<file path="src/rtl/fetch_queue.sv">
// rtl/fetch_queue.sv - instruction fetch PC with a small FIFO buffer feeding decode
module fetch_queue #(
  parameter int              XLEN     = 32,
  parameter int              DEPTH    = 4,
  parameter logic [XLEN-1:0] RESET_PC = '0,
  parameter logic [XLEN-1:0] PC_STEP  = XLEN'(4)
) (
  input  logic                   clk,
  input  logic                   rst,
  input  logic                   fetch_en,
  output logic [XLEN-1:0]        imem_addr,
  input  logic [31:0]            imem_data,
  input  logic                   redirect,
  input  logic [XLEN-1:0]        redirect_pc,
  input  logic                   deq,
  output logic                   valid,
  output logic [31:0]            ins_out,
  output logic [XLEN-1:0]        pc_out,
  output logic                   full,
  output logic [$clog2(DEPTH):0] count
);

  localparam int PTR_W = $clog2(DEPTH);
  localparam int CNT_W = PTR_W + 1;
  localparam logic [CNT_W-1:0] CNT_FULL = CNT_W'(DEPTH);

  logic [XLEN-1:0]  pc_q, pc_d;
  logic [PTR_W-1:0] head_q, head_d;
  logic [PTR_W-1:0] tail_q, tail_d;
  logic [CNT_W-1:0] count_q, count_d;

  logic [31:0]      ins_mem_q [DEPTH];
  logic [XLEN-1:0]  pc_mem_q  [DEPTH];

  logic            empty;
  logic            is_full;
  logic            push;
  logic            pop;
  logic [XLEN-1:0] pc_next;

  assign empty   = (count_q == '0);
  assign is_full = (count_q == CNT_FULL);
  assign pc_next = pc_q + PC_STEP;

  // A full queue may still accept a fetch when decode frees the head in the same cycle.
  assign push = fetch_en & ~redirect & (~is_full | deq);
  assign pop  = deq & ~empty & ~redirect;

  always_comb begin
    pc_d    = pc_q;
    head_d  = head_q;
    tail_d  = tail_q;
    count_d = count_q;
    if (redirect) begin
      pc_d    = redirect_pc;
      head_d  = tail_q;
      count_d = '0;
    end else begin
      if (push) begin
        pc_d   = pc_next;
        tail_d = tail_q + PTR_W'(1);
      end
      if (pop) begin
        head_d = head_q + PTR_W'(1);
      end
      case ({push, pop})
        2'b10:   count_d = count_q + CNT_W'(1);
        2'b01:   count_d = count_q - CNT_W'(1);
        default: count_d = count_q;
      endcase
    end
  end

  always_ff @(posedge clk) begin
    if (rst) begin
      pc_q    <= RESET_PC;
      head_q  <= '0;
      tail_q  <= '0;
      count_q <= '0;
    end else begin
      pc_q    <= pc_d;
      head_q  <= head_d;
      tail_q  <= tail_d;
      count_q <= count_d;
    end
  end

  // Entry storage carries no reset; slots are only observed while occupied.
  always_ff @(posedge clk) begin
    if (!rst && push) begin
      ins_mem_q[tail_q] <= imem_data;
      pc_mem_q[tail_q]  <= pc_next;
    end
  end

  assign imem_addr = pc_q;
  assign valid     = ~empty;
  assign full      = is_full;
  assign count     = count_q;
  assign ins_out   = empty ? 32'h0 : ins_mem_q[head_q];
  assign pc_out    = empty ? '0 : pc_mem_q[head_q];

endmodule

</file>
<file path="config.mk">
export PLATFORM = sky130hd
export DESIGN_NAME = fetch_queue
export DESIGN_NICKNAME = d
export VERILOG_FILES = /design/src/rtl/fetch_queue.sv
export SDC_FILE = /design/constraint.sdc
export NUM_CORES = 1
export LEC_CHECK = 0
export ABC_CLOCK_PERIOD_IN_PS = 6800
export CAP_MARGIN = 25
export CORE_ASPECT_RATIO = 0.75
export CORE_MARGIN = 2
export CORE_UTILIZATION = 43
export CTS_BUF_LIST = sky130_fd_sc_hd__clkbuf_4 sky130_fd_sc_hd__clkbuf_8
export CTS_CLUSTER_SIZE = 20
export DETAILED_ROUTE_END_ITERATION = 8
export PLACE_DENSITY = 0.65
export SYNTH_ARGS = -nofsm -noshare
export SYNTH_HDL_FRONTEND = slang
export SYNTH_SLANG_ARGS = --single-unit
</file>
<file path="constraint.sdc">
create_clock -name clk -period 6.8 [get_ports clk]
set_clock_uncertainty 0.2 [all_clocks]
set_input_delay 1.36 -clock clk [delete_from_list [all_inputs] [get_ports clk]]
set_output_delay 1.36 -clock clk [all_outputs]
set_load 0.02 [all_outputs]
</file>
Word level (Yosys, flattened, before mapping):

Memory sizes are Yosys's and may differ from the RTL's. A register that Yosys moved wholly into a read port is not among the register bits.
Cells that the tools add are included.

* latch bits: 0
* memory bits (writable): 256
* ROM bits: 0
* output and inout port bits: 101
* bits of input ports: 69
* logic and storage cells: 43
* memories: 2
* flip-flop bits (word level): 39

Memories
* ins_mem_q: words 4, width 32, rd ports 1, clocked after Yosys merged registers in 1, write ports 1, RTL line 32 `logic [31:0] ins_mem_q [DEPTH];`
* pc_mem_q: words 4, width 32, rd ports 1, clocked after Yosys merged registers in 1, write ports 1, RTL line 33 `logic [XLEN-1:0] pc_mem_q [DEPTH];`

* magnitude comparators: 0
* mux-type cells: 13
* equality and inequality tests: 3
* $add $sub $neg: 5
* divide/modulo/power cells: 0
* shifts and indexed selects: 0
* $mul: 0
* reduce and logical (&&, ||, !) cells: 8
* bitwise gates (word level): 8

Operator list (number)
* two-way mux 32 bit: 4
* adder 32 x 3 -> 32 bit, second input constant: 1
* two-way mux 2 bit: 6
* one-hot mux 3 bit (2 select lines): 1
* nonzero test 2 bit: 3
* adder 2 x 1 -> 2 bit, second input constant: 2
* bitwise AND 1 bit: 4
* adder 3 x 1 -> 3 bit, second input constant: 1
* equality test 3 bit, second input constant: 1
* logical NOT 3 bit: 1
* NOT 1 bit: 3
* subtractor 3 x 1 -> 3 bit, second input constant: 1
* equality test 2 x 1 -> 1 bit, second input constant: 1
* equality test 2 bit, second input constant: 1
* two-way mux 1 bit: 2
* AND reduction 2 bit: 1
* OR reduction 2 bit: 1
* logical AND 1 bit: 1
* logical NOT 1 bit: 1
* bitwise OR 1 bit: 1

Logic depth before layout (Yosys ltp):

Gate-level depths: netlist of run 1.

* depth in word-level cells: 8
* mapped depth: 13
* mapped depth without buffers: 11

Worst setup path before layout of run 1:

OpenSTA, ideal clock, no wires.

* path kind: input to register
* start point: input port deq
* end point: memory ins_mem_q[0][0], enable pin
* cell stages on the path: 6
* path slack: 2216 ps
* path buffers: 2
* data required time: 6171 ps
* data arrival time: 3955 ps
* cells stage by stage: or4b_2 > clkbuf_1 > nand2_1 > clkbuf_1 > nor3_1 > and2_1

* word-level cells in the longest chain between the ends: 5

RTL lines
* from (decl): RTL line 15 `input logic deq,`
* bitwise OR 1 bit: RTL line 46 `assign push = fetch_en & ~redirect & (~is_full | deq);`
* bitwise AND 1 bit: RTL line 46
* logical AND 1 bit: RTL line 90 `if (!rst && push) begin`
* two-way mux 1 bit: RTL line 90
* two-way mux 1 bit (implied by the code): RTL line 91 `ins_mem_q[tail_q] <= imem_data;`
* to (decl): RTL line 32

No other way between the ends.

==> results of run 1 <==
logic make-up after synthesis:
family                   Yosys count  synth area share
flip-flops                       297             0.696
AO/OA/AOI/OAI                     44            0.0250
buffers and inverters             57            0.0193
multiplexers                      67             0.120
AND/OR/NAND/NOR                  211            0.0935
adder cells (fa/ha/maj)            7           0.00778
XOR/XNOR                          53            0.0380
flip-flops by register name, summed over array words and instances, names as in the netlist, named ones only:
signal and count:
head_q 2, pc_mem_q 128, tail_q 2, count 3, imem_addr 32, ins_mem_q 128
area by class of cell:
cell class | count | area, µm² | area share
clock buffer | 67 | 803 | 0.0530
clock inverter | 11 | 42.5 | 0.00281
inverter | 11 | 41.3 | 0.00272
multi-input combinational | 382 | 3490 | 0.230
sequential | 297 | 8520 | 0.562
tap | 385 | 482 | 0.0318
timing repair buffer | 177 | 1790 | 0.118
routing by layer:
layer  up-vias  track usage  routed length [µm]
li1       3191            -                   -
met3        34       0.0428                1760
met4         0       0.0410                 360
met2       213        0.281               12100
met1      3437        0.266               12400
met5         -            0                   0
cells in the mapped netlist (all sizes together):
library cell,n,share of area
buf,16,0.0068
nand3,11,0.0045
clkbuf,30,0.0092
a211oi,16,0.0098
a31oi,5,0.0026
o21bai,1,0.00061
mux2i,3,0.0025
and3,6,0.0031
fa,1,0.0016
nor3,14,0.0057
or2,2,0.0010
dfxtp,41,0.067
o2bb2ai,5,0.0036
nor4,13,0.0067
xnor2,30,0.021
a21o,1,0.00061
ha,6,0.0061
or4,1,0.00092
nand2,35,0.011
or4b,1,0.00082
xor2,23,0.016
a21oi,9,0.0037
and2,73,0.037
o21ai,3,0.0012
a311oi,4,0.0029
and4,4,0.0029
nand4,11,0.0069
or3,3,0.0015
edfxtp,256,0.63
inv,11,0.0034
mux4,64,0.12
nor2,37,0.011
power by group through the flow:
stage / registers [mW] / clock network, mW / logic, mW
floorplan: 2.09 / 0 / 0.169
global placement: 2.10 / 0 / 0.305
detailed placement: 2.11 / 0 / 0.308
CTS: 2.07 / 1.43 / 0.309
global route: 2.07 / 1.51 / 0.330
finish: 2.07 / 1.38 / 0.306
critical path: cells and delay by family, from the launching register on:
family,cells,cell delay (ps)
buffers and inverters,2,1030
and+or+nand+nor,1,190
DFF,1,840
muxes,1,570
layout by cell type, fill, tap and decap left out, types with 2 or more instances in the layout:
cell and n:
mux4_2 64, o21ai_0 3, and4_1 4, nor4_1 13, or3_1 2, dfxtp_4 2
nand3_1 11, buf_16 2, a311oi_1 4, ha_1 6, inv_1 11, clkbuf_4 19
clkbuf_8 48, nand4_1 10, dfxtp_1 39, a21oi_1 9, clkinv_1 10, edfxtp_1 256
nand2_1 35, clkdlybuf4s50_1 169, a211oi_1 16, and3_1 6, o2bb2ai_1 5, xnor2_1 30
a31oi_1 5, and2_4 4, nor3_1 14, nor2_1 37, and2_1 69, mux2i_1 3
or2_2 2, xor2_1 23, buf_4 6
how the worst max path moves through the flow:
stage / slack [ps] / depth (start not counted) / startpoint / endpoint
after floorplan: 2220 / 6 / deq / ins_mem_q[0][0]$_DFFE_PP_
after global placement: 1800 / 5 / deq / ins_mem_q[3][11]$_DFFE_PP_
after detailed placement: 1640 / 5 / deq / ins_mem_q[0][3]$_DFFE_PP_
after CTS: 1930 / 4 / flop / ins_out[26]
after global routing: 1810 / 4 / flop / ins_out[9]
final: 2070 / 4 / flop / ins_out[26]
==> flow_metrics.py, run 1 <==
metrics = {
    "outcome": {
        "status": "completed",
    },
    "worst_setup_path": {
        "regToRegSetupSlack_ps": 3130,
        "worstSetupPathType": "reg2out",
        "reg2reg_from": "count[1]$_SDFFE_PP0P_",
        "required_ps": 5240,
        "cp_data_arrival_time_ps": 3170,
        "path_cells": "buf_4 -> mux4_2 -> and2_1 -> clkdlybuf4s50_1",
        "rr_endpoint": "ins_mem_q[2][17]$_DFFE_PP_",
        "endpoint_kind": "primary output",
        "critPathLaunchType": "flop",
        "reg2reg_depth": 4,
        "slowest_stage": "dfxtp_4",
        "cp_slowest_stage_delay_ps": 840,
        "cp_max_fo": 35,
    },
    "clock_tree": {
        "ctsHoldBuffers": 0,
        "clk_transition_reported_paths_ps": 60,
        "clock-sinks": 297,
        "cts_buffer_depth": 3,
        "postCtsSetupRepairBufs": 0,
        "tritoncts": "yes",
        "ctsRootBufferMaster": "clkbuf_8",
        "cts_resized": 0,
        "htree_levels": 2,
        "numCtsBuffers": 44,
        "clock_latency_ps": 540,
    },
    "grt": {
        "overflow": 0,
        "grt_pass1_wl_mm": 40.8,
        "grt_util_all_layers": 0.183,
        "grt_pass1_vias": 7042,
        "antenna_found_initial": 0,
        "grt_max_degree": 65,
    },
    "power": {
        "max-vdd-ir-drop_mv": 0.117,
        "p_leak_nw": 4.88,
        "internal-power_mw": 2.93,
        "p_seq_frac": 0.550,
        "powerDensity_nw_per_um2": 248,
        "p_comb_frac": 0.081,
        "p_sw_mw": 0.828,
        "total_power_mw": 3.76,
        "swShare": 0.220,
        "pwr-share-clk": 0.369,
    },
    "floorplan": {
        "die_x_um": 199,
        "fp.coreArea_um2": 28000,
        "io_pins": 170,
        "die_h_um": 150,
        "die-area_um2": 29800,
        "initial_core_util": 0.437,
        "row_count": 53,
    },
    "hold_path": {
        "min_from": "imem_addr[0]$_SDFFE_PP0P_",
        "whs_path_depth": 0,
        "min_to": "pc_mem_q[2][0]$_DFFE_PP_",
        "hold_path_class": "reg2reg",
    },
    "detailed_routing": {
        "postRouteAntennaNets": 0,
        "wl_per_cell_um": 20.0,
        "vias_per_cell": 5.17,
        "num_vias": 6875,
        "drtPass1Iterations": 5,
        "route.detailed.drc": 0,
        "finalWirelength_mm": 26.6,
        "drt_iter0_drc": 509,
    },
    "synth": {
        "ys_types": 36,
        "yosysWarnings": 0,
        "ys_ff_latch": 297,
        "synth.avg_cell_area_um2": 16.6,
        "synth-seq-area-share": 0.696,
        "syn_nets": 812,
        "syn_area_um2": 12200,
        "synthCells": 736,
    },
    "sta": {
        "hold_violations": 0,
        "relSlewSlack": 0.335,
        "setup_tns_ps": 0,
        "drv_slew": 0,
        "fmax_ghz": 0.212,
        "setup_viol_count_final": 0,
        "holdWs_ps": 327,
        "post-route-min-period_ps": 4730,
        "layout_setup_ws_ps": 2070,
        "rsz0062_at_grt": "no",
        "tightestPinTransition_ps": 998,
        "fin_crit_sh": 0.695,
    },
    "finish": {
        "post-route-cell-area_um2": 15200,
        "areaGrowthSynthToFinish_pct": 24.1,
        "fill_cells": 2307,
        "post-route-util": 0.542,
        "diodes": 0,
        "drive_gt1_frac": 0.161,
        "final_cells": 1330,
        "final_nets": 989,
    },
    "placed_design": {
        "port-buffer-count": 169,
        "dpl.cell_count": 1250,
        "gp_congestion": 0.775,
        "dp.final_hpwl_mm": 16.0,
        "dpl_cell_area_um2": 14300,
        "dp_slack_ps": 1640,
    },
    "job": {
        "cap_viol_max_count": 0,
    },
}
(Power assumes the default switching activity.)
==> run 2: changes to the inputs <==
--- a/config.mk
+++ b/config.mk
@@ -5,7 +5,7 @@
 export SDC_FILE = /design/constraint.sdc
 export NUM_CORES = 1
 export LEC_CHECK = 0
-export ABC_CLOCK_PERIOD_IN_PS = 6800
+export ABC_CLOCK_PERIOD_IN_PS = 4650
 export CAP_MARGIN = 25
 export CORE_ASPECT_RATIO = 0.75
 export CORE_MARGIN = 2
==> constraint.sdc (replaced) <==
create_clock -name clk -period 4.65 [get_ports clk]
set_clock_uncertainty 0.2 [all_clocks]
set_input_delay 0.93 -clock clk [delete_from_list [all_inputs] [get_ports clk]]
set_output_delay 0.93 -clock clk [all_outputs]
set_load 0.02 [all_outputs]
==> run 2 against run 1 <==
Net effect: combinational power is 52% higher; power is 52% higher; cell count rose by 0.68%; sequential share of layout area shrank 0.54 points; utilization up 0.53 points; worst hold slack better by 16 ps; setup slack worse by 1400 ps; clock-buffer cell count rose by 5; first-iteration DRC count is 3.3% lower; sequential cell count is the same; largest cell class unchanged.
==> flow_metrics.py, run 2 (synthesis results as in run 1) <==
metrics = {
    "grt": {
        "grt_util_all_layers": 0.185,
        "grt_pass1_vias": 6941,
        "overflow": 0,
        "grt_pass1_wl_mm": 41.2,
        "grt_max_degree": 65,
        "antenna_found_initial": 0,
    },
    "worst_setup_path": {
        "rr_endpoint": "ins_mem_q[0][15]$_DFFE_PP_",
        "cp_max_fo": 27,
        "regToRegSetupSlack_ps": 1540,
        "worstSetupPathType": "reg2out",
        "endpoint_kind": "primary output",
        "critPathLaunchType": "flop",
        "required_ps": 3520,
        "reg2reg_depth": 4,
        "reg2reg_from": "count[0]$_SDFFE_PP0P_",
        "cp_data_arrival_time_ps": 2870,
    },
    "power": {
        "max-vdd-ir-drop_mv": 0.180,
        "total_power_mw": 5.71,
        "internal-power_mw": 4.46,
        "p_seq_frac": 0.528,
        "pwr-share-clk": 0.391,
        "p_comb_frac": 0.081,
        "p_sw_mw": 1.25,
        "p_leak_nw": 4.95,
        "swShare": 0.219,
        "powerDensity_nw_per_um2": 373,
    },
    "hold_path": {
        "whs_path_depth": 0,
        "min_from": "imem_addr[1]$_SDFFE_PP0P_",
        "hold_path_class": "reg2reg",
        "min_to": "pc_mem_q[2][1]$_DFFE_PP_",
    },
    "clock_tree": {
        "clock-sinks": 297,
        "ctsHoldBuffers": 0,
        "clk_transition_reported_paths_ps": 60,
        "numCtsBuffers": 46,
        "clock_latency_ps": 550,
        "cts_resized": 0,
        "htree_levels": 2,
        "ctsRootBufferMaster": "clkbuf_8",
        "cts_buffer_depth": 3,
        "tritoncts": "yes",
        "postCtsSetupRepairBufs": 0,
    },
    "detailed_routing": {
        "drt_iter0_drc": 492,
        "met2_length_mm": 12.0,
        "routed.top_layer": "met4",
        "vias_per_cell": 5.22,
        "finalWirelength_mm": 27.0,
        "route.detailed.drc": 0,
        "wl_per_cell_um": 20.2,
        "num_vias": 6988,
        "wl_met1_mm": 12.8,
        "postRouteAntennaNets": 0,
        "drtPass1Iterations": 4,
        "wl_met3_mm": 1.81,
    },
    "sta": {
        "holdWs_ps": 343,
        "relSlewSlack": 0.327,
        "drv_slew": 0,
        "rsz0062_at_grt": "no",
        "setup_viol_count_final": 0,
        "post-route-min-period_ps": 4000,
        "setup_tns_ps": 0,
        "hold_violations": 0,
        "fmax_ghz": 0.250,
        "fin_crit_sh": 0.860,
        "tightestPinTransition_ps": 1010,
    },
    "finish": {
        "final_nets": 995,
        "drive_gt1_frac": 0.173,
        "diodes": 0,
        "layout_commonest_cell": "edfxtp_1",
        "final_cell_mix": "edfxtp_1, clkdlybuf4s50_1, and2_1",
        "seq_area_um2": 8520,
        "post-route-cell-area_um2": 15300,
        "areaGrowthSynthToFinish_pct": 25.3,
        "multi_input_area_um2": 3490,
        "fill_cells": 2296,
        "final_cells": 1339,
    },
    "floorplan": {
        "fp.coreArea_um2": 28000,
        "initial_core_util": 0.437,
        "row_count": 53,
        "die_h_um": 150,
        "die-area_um2": 29800,
        "die_x_um": 199,
        "io_pins": 170,
    },
    "outcome": {
        "status": "completed",
    },
    "placed_design": {
        "dp.final_hpwl_mm": 16.8,
        "gp_congestion": 0.755,
        "port-buffer-count": 169,
        "dpl_cell_area_um2": 14300,
        "dpl.cell_count": 1254,
    },
    "job": {
        "cap_viol_max_count": 0,
    },
}
run 2: cell types whose count changed in the layout (fill, tap and decap cells not counted), moves of 2 or more:
cell,change
buf_4,+2
clkinv_1,-4
clkbuf_4,+4
buf_12,+4
bufinv_16,+2
buf_16,-2
run 2: metal layers:
metal,global-route usage,vias to the layer above
li1,-,3207
met1,0.283,3495
met2,0.270,239
met3,0.0401,47
met4,0.0481,0
met5,0,-
run 2: critical path: stages, from the launching register on:
cell             delay (ps)
dfxtp_4                 730
buf_12                  320
mux4_2                  540
and2_1                  180
clkdlybuf4s50_1         550
run 2: cell type report:
| class | instances | area share |
|---|---|---|
| Clock buffer | 72 | 0.0553 |
| Clock inverter | 11 | 0.00695 |
| Inverter | 11 | 0.00270 |
| Multi-Input combinational cell | 382 | 0.228 |
| Sequential cell | 297 | 0.556 |
| Tap cell | 385 | 0.0315 |
| Timing Repair Buffer | 181 | 0.120 |
run 2: power by group through the flow:
stage	Clock, mW	Combinational, mW	Sequential [mW]
finish	2.23	0.465	3.01
global route	2.40	0.501	3.02
CTS	2.28	0.469	3.01
detailed placement	0	0.467	3.07
global placement	0	0.464	3.07
floorplan	0	0.248	3.06
run 2: worst max path at each step:
stage / start / to / slack, ps
4_1_cts: flop / ins_out[26] / 530
5_1_grt: flop / ins_out[22] / 430
3_3_place_gp: deq / ins_mem_q[2][8]$_DFFE_PP_ / 570
6_report: flop / ins_out[26] / 650
2_1_floorplan: deq / ins_mem_q[0][0]$_DFFE_PP_ / 500
3_5_place_dp: deq / ins_mem_q[3][3]$_DFFE_PP_ / 490
run 2: through the flow:
stage | setup slack (ps) | utilization
detailed placement | 486 | 0.512
floorplan | 496 | -
global placement | 574 | 0.512
finish | 649 | 0.547
global route | 431 | 0.547
CTS | 525 | 0.546
==> run 3: changes to the inputs <==
--- a/config.mk
+++ b/config.mk
@@ -9,11 +9,11 @@
 export CAP_MARGIN = 25
 export CORE_ASPECT_RATIO = 0.75
 export CORE_MARGIN = 2
-export CORE_UTILIZATION = 43
+export CORE_UTILIZATION = 30
 export CTS_BUF_LIST = sky130_fd_sc_hd__clkbuf_4 sky130_fd_sc_hd__clkbuf_8
 export CTS_CLUSTER_SIZE = 20
 export DETAILED_ROUTE_END_ITERATION = 8
-export PLACE_DENSITY = 0.65
+export SKIP_CTS_REPAIR_TIMING = 1
 export SYNTH_ARGS = -nofsm -noshare
 export SYNTH_HDL_FRONTEND = slang
 export SYNTH_SLANG_ARGS = --single-unit
==> run 3 against run 2 <==
Net effect: wire length increased by 11%; cell area grew 1.4%; first-iteration DRC count is 15% lower; sequential cell count stayed put; combinational power increased by 3%; clock power is 3% lower; sequential power barely moved; global-route usage decreased by 4.3 points; critical endpoint is now pc_out[9].
==> flow_metrics.py, run 3 (synthesis results as in run 1) <==
metrics = {
    "worst_setup_path": {
        "required_ps": 3520,
        "reg2reg_from": "count[2]$_SDFFE_PP0P_",
        "reg2reg_depth": 10,
        "endpoint_kind": "primary output",
        "regToRegSetupSlack_ps": 1750,
        "path_cells": "buf_4 -> mux4_2 -> and2_1 -> clkdlybuf4s50_1",
        "cp_data_arrival_time_ps": 2960,
        "worstSetupPathType": "reg2out",
        "crit_family": "buffers and inverters",
        "critPathLaunchType": "flop",
        "critPathBufInv": 2,
        "cp_slowest_stage_delay_ps": 690,
        "cp_max_fo": 24,
        "slowest_stage": "dfxtp_4",
        "rr_endpoint": "count[2]$_SDFFE_PP0P_",
    },
    "detailed_routing": {
        "drtPass1Iterations": 5,
        "drt_iter0_drc": 419,
        "vias_per_cell": 4.70,
        "finalWirelength_mm": 30.0,
        "wl_per_cell_um": 20.2,
        "num_vias": 6985,
        "postRouteAntennaNets": 0,
        "route.detailed.drc": 0,
    },
    "clock_tree": {
        "htree_levels": 2,
        "clock-sinks": 297,
        "cts_buffer_depth": 3,
        "numCtsBuffers": 46,
        "clock_latency_ps": 560,
        "tritoncts": "yes",
        "ctsRootBufferMaster": "clkbuf_8",
        "clk_transition_reported_paths_ps": 60,
    },
    "hold_path": {
        "min_from": "imem_addr[1]$_SDFFE_PP0P_",
        "hold_path_class": "reg2reg",
        "min_to": "pc_mem_q[2][1]$_DFFE_PP_",
        "whs_path_depth": 0,
    },
    "outcome": {
        "status": "completed",
    },
    "placed_design": {
        "port-buffer-count": 169,
        "dpl_cell_area_um2": 14600,
        "gp_congestion": 0.759,
        "dp_slack_ps": 812,
        "dp.final_hpwl_mm": 20.0,
    },
    "finish": {
        "areaGrowthSynthToFinish_pct": 27.1,
        "diodes": 0,
        "post-route-util": 0.383,
        "layout_commonest_cell": "edfxtp_1",
        "drive_gt1_frac": 0.176,
        "post-route-cell-area_um2": 15500,
        "final_nets": 1000,
        "final_cell_mix": "edfxtp_1, clkdlybuf4s50_1, and2_1",
    },
    "grt": {
        "overflow": 0,
        "grt_pass1_wl_mm": 45.0,
        "grt_pass1_vias": 7055,
        "grt_util_all_layers": 0.143,
        "antenna_found_initial": 1,
        "grt_max_degree": 52,
    },
    "floorplan": {
        "die_x_um": 237,
        "die_h_um": 179,
        "fp.coreArea_um2": 40500,
        "initial_core_util": 0.302,
        "row_count": 64,
        "io_pins": 170,
        "die-area_um2": 42400,
    },
    "sta": {
        "post-route-min-period_ps": 4090,
        "holdWs_ps": 324,
        "setup_tns_ps": 0,
        "relSlewSlack": 0.396,
        "tightestPinTransition_ps": 906,
        "setup_viol_count_final": 0,
        "drv_slew": 0,
        "fin_crit_sh": 0.879,
        "fmax_ghz": 0.245,
        "rsz0062_at_grt": "no",
        "hold_violations": 0,
        "layout_setup_ws_ps": 561,
    },
    "power": {
        "powerDensity_nw_per_um2": 364,
        "p_leak_nw": 4.96,
        "max-vdd-ir-drop_mv": 0.178,
    },
    "job": {
        "cap_viol_max_count": 0,
    },
}
run 3: cell type report:
type / instances / area (µm²)
multi-input combinational: 382 / 3490
sequential: 297 / 8520
timing repair buffer: 186 / 1910
clock inverter: 15 / 96.3
tap: 528 / 661
clock buffer: 66 / 815
fill: 3752 / 25000
inverter: 11 / 41.3
run 3: per-layer routing:
metal / global-route usage / part of all wire / vias up
li1: - / - / 3213
met1: 0.210 / 0.49 / 3507
met2: 0.212 / 0.44 / 220
met3: 0.0319 / 0.059 / 45
met4: 0.0390 / 0.018 / 0
met5: 0 / 0 / -
run 3: where the power goes:
part | total [mW] | internal [mW] | switching, mW
registers | 3.01 | 2.95 | 0.0618
logic | 0.479 | 0.240 | 0.239
clock network | 2.16 | 1.18 | 0.983
run 3: how the worst max path moves through the flow:
stage               startpoint                   endpoint  slack (ps)  depth (start not counted)
CTS                       flop                  pc_out[9]         460                          4
floorplan                  deq  ins_mem_q[0][0]$_DFFE_PP_         500                          6
finish                    flop                  pc_out[9]         560                          4
global route              flop                  pc_out[9]         380                          4
detailed placement         deq      count[2]$_SDFFE_PP0P_         810                         12
global placement           deq      count[2]$_SDFFE_PP0P_         800                         12
run 3: through the flow:
stage                     total power, mW  instances
after floorplan                      3.31        736
after global placement               3.55       1404
after detailed placement             3.56       1404
after CTS                            5.73       1485
after global routing                 5.88       1485
final                                5.66       1485
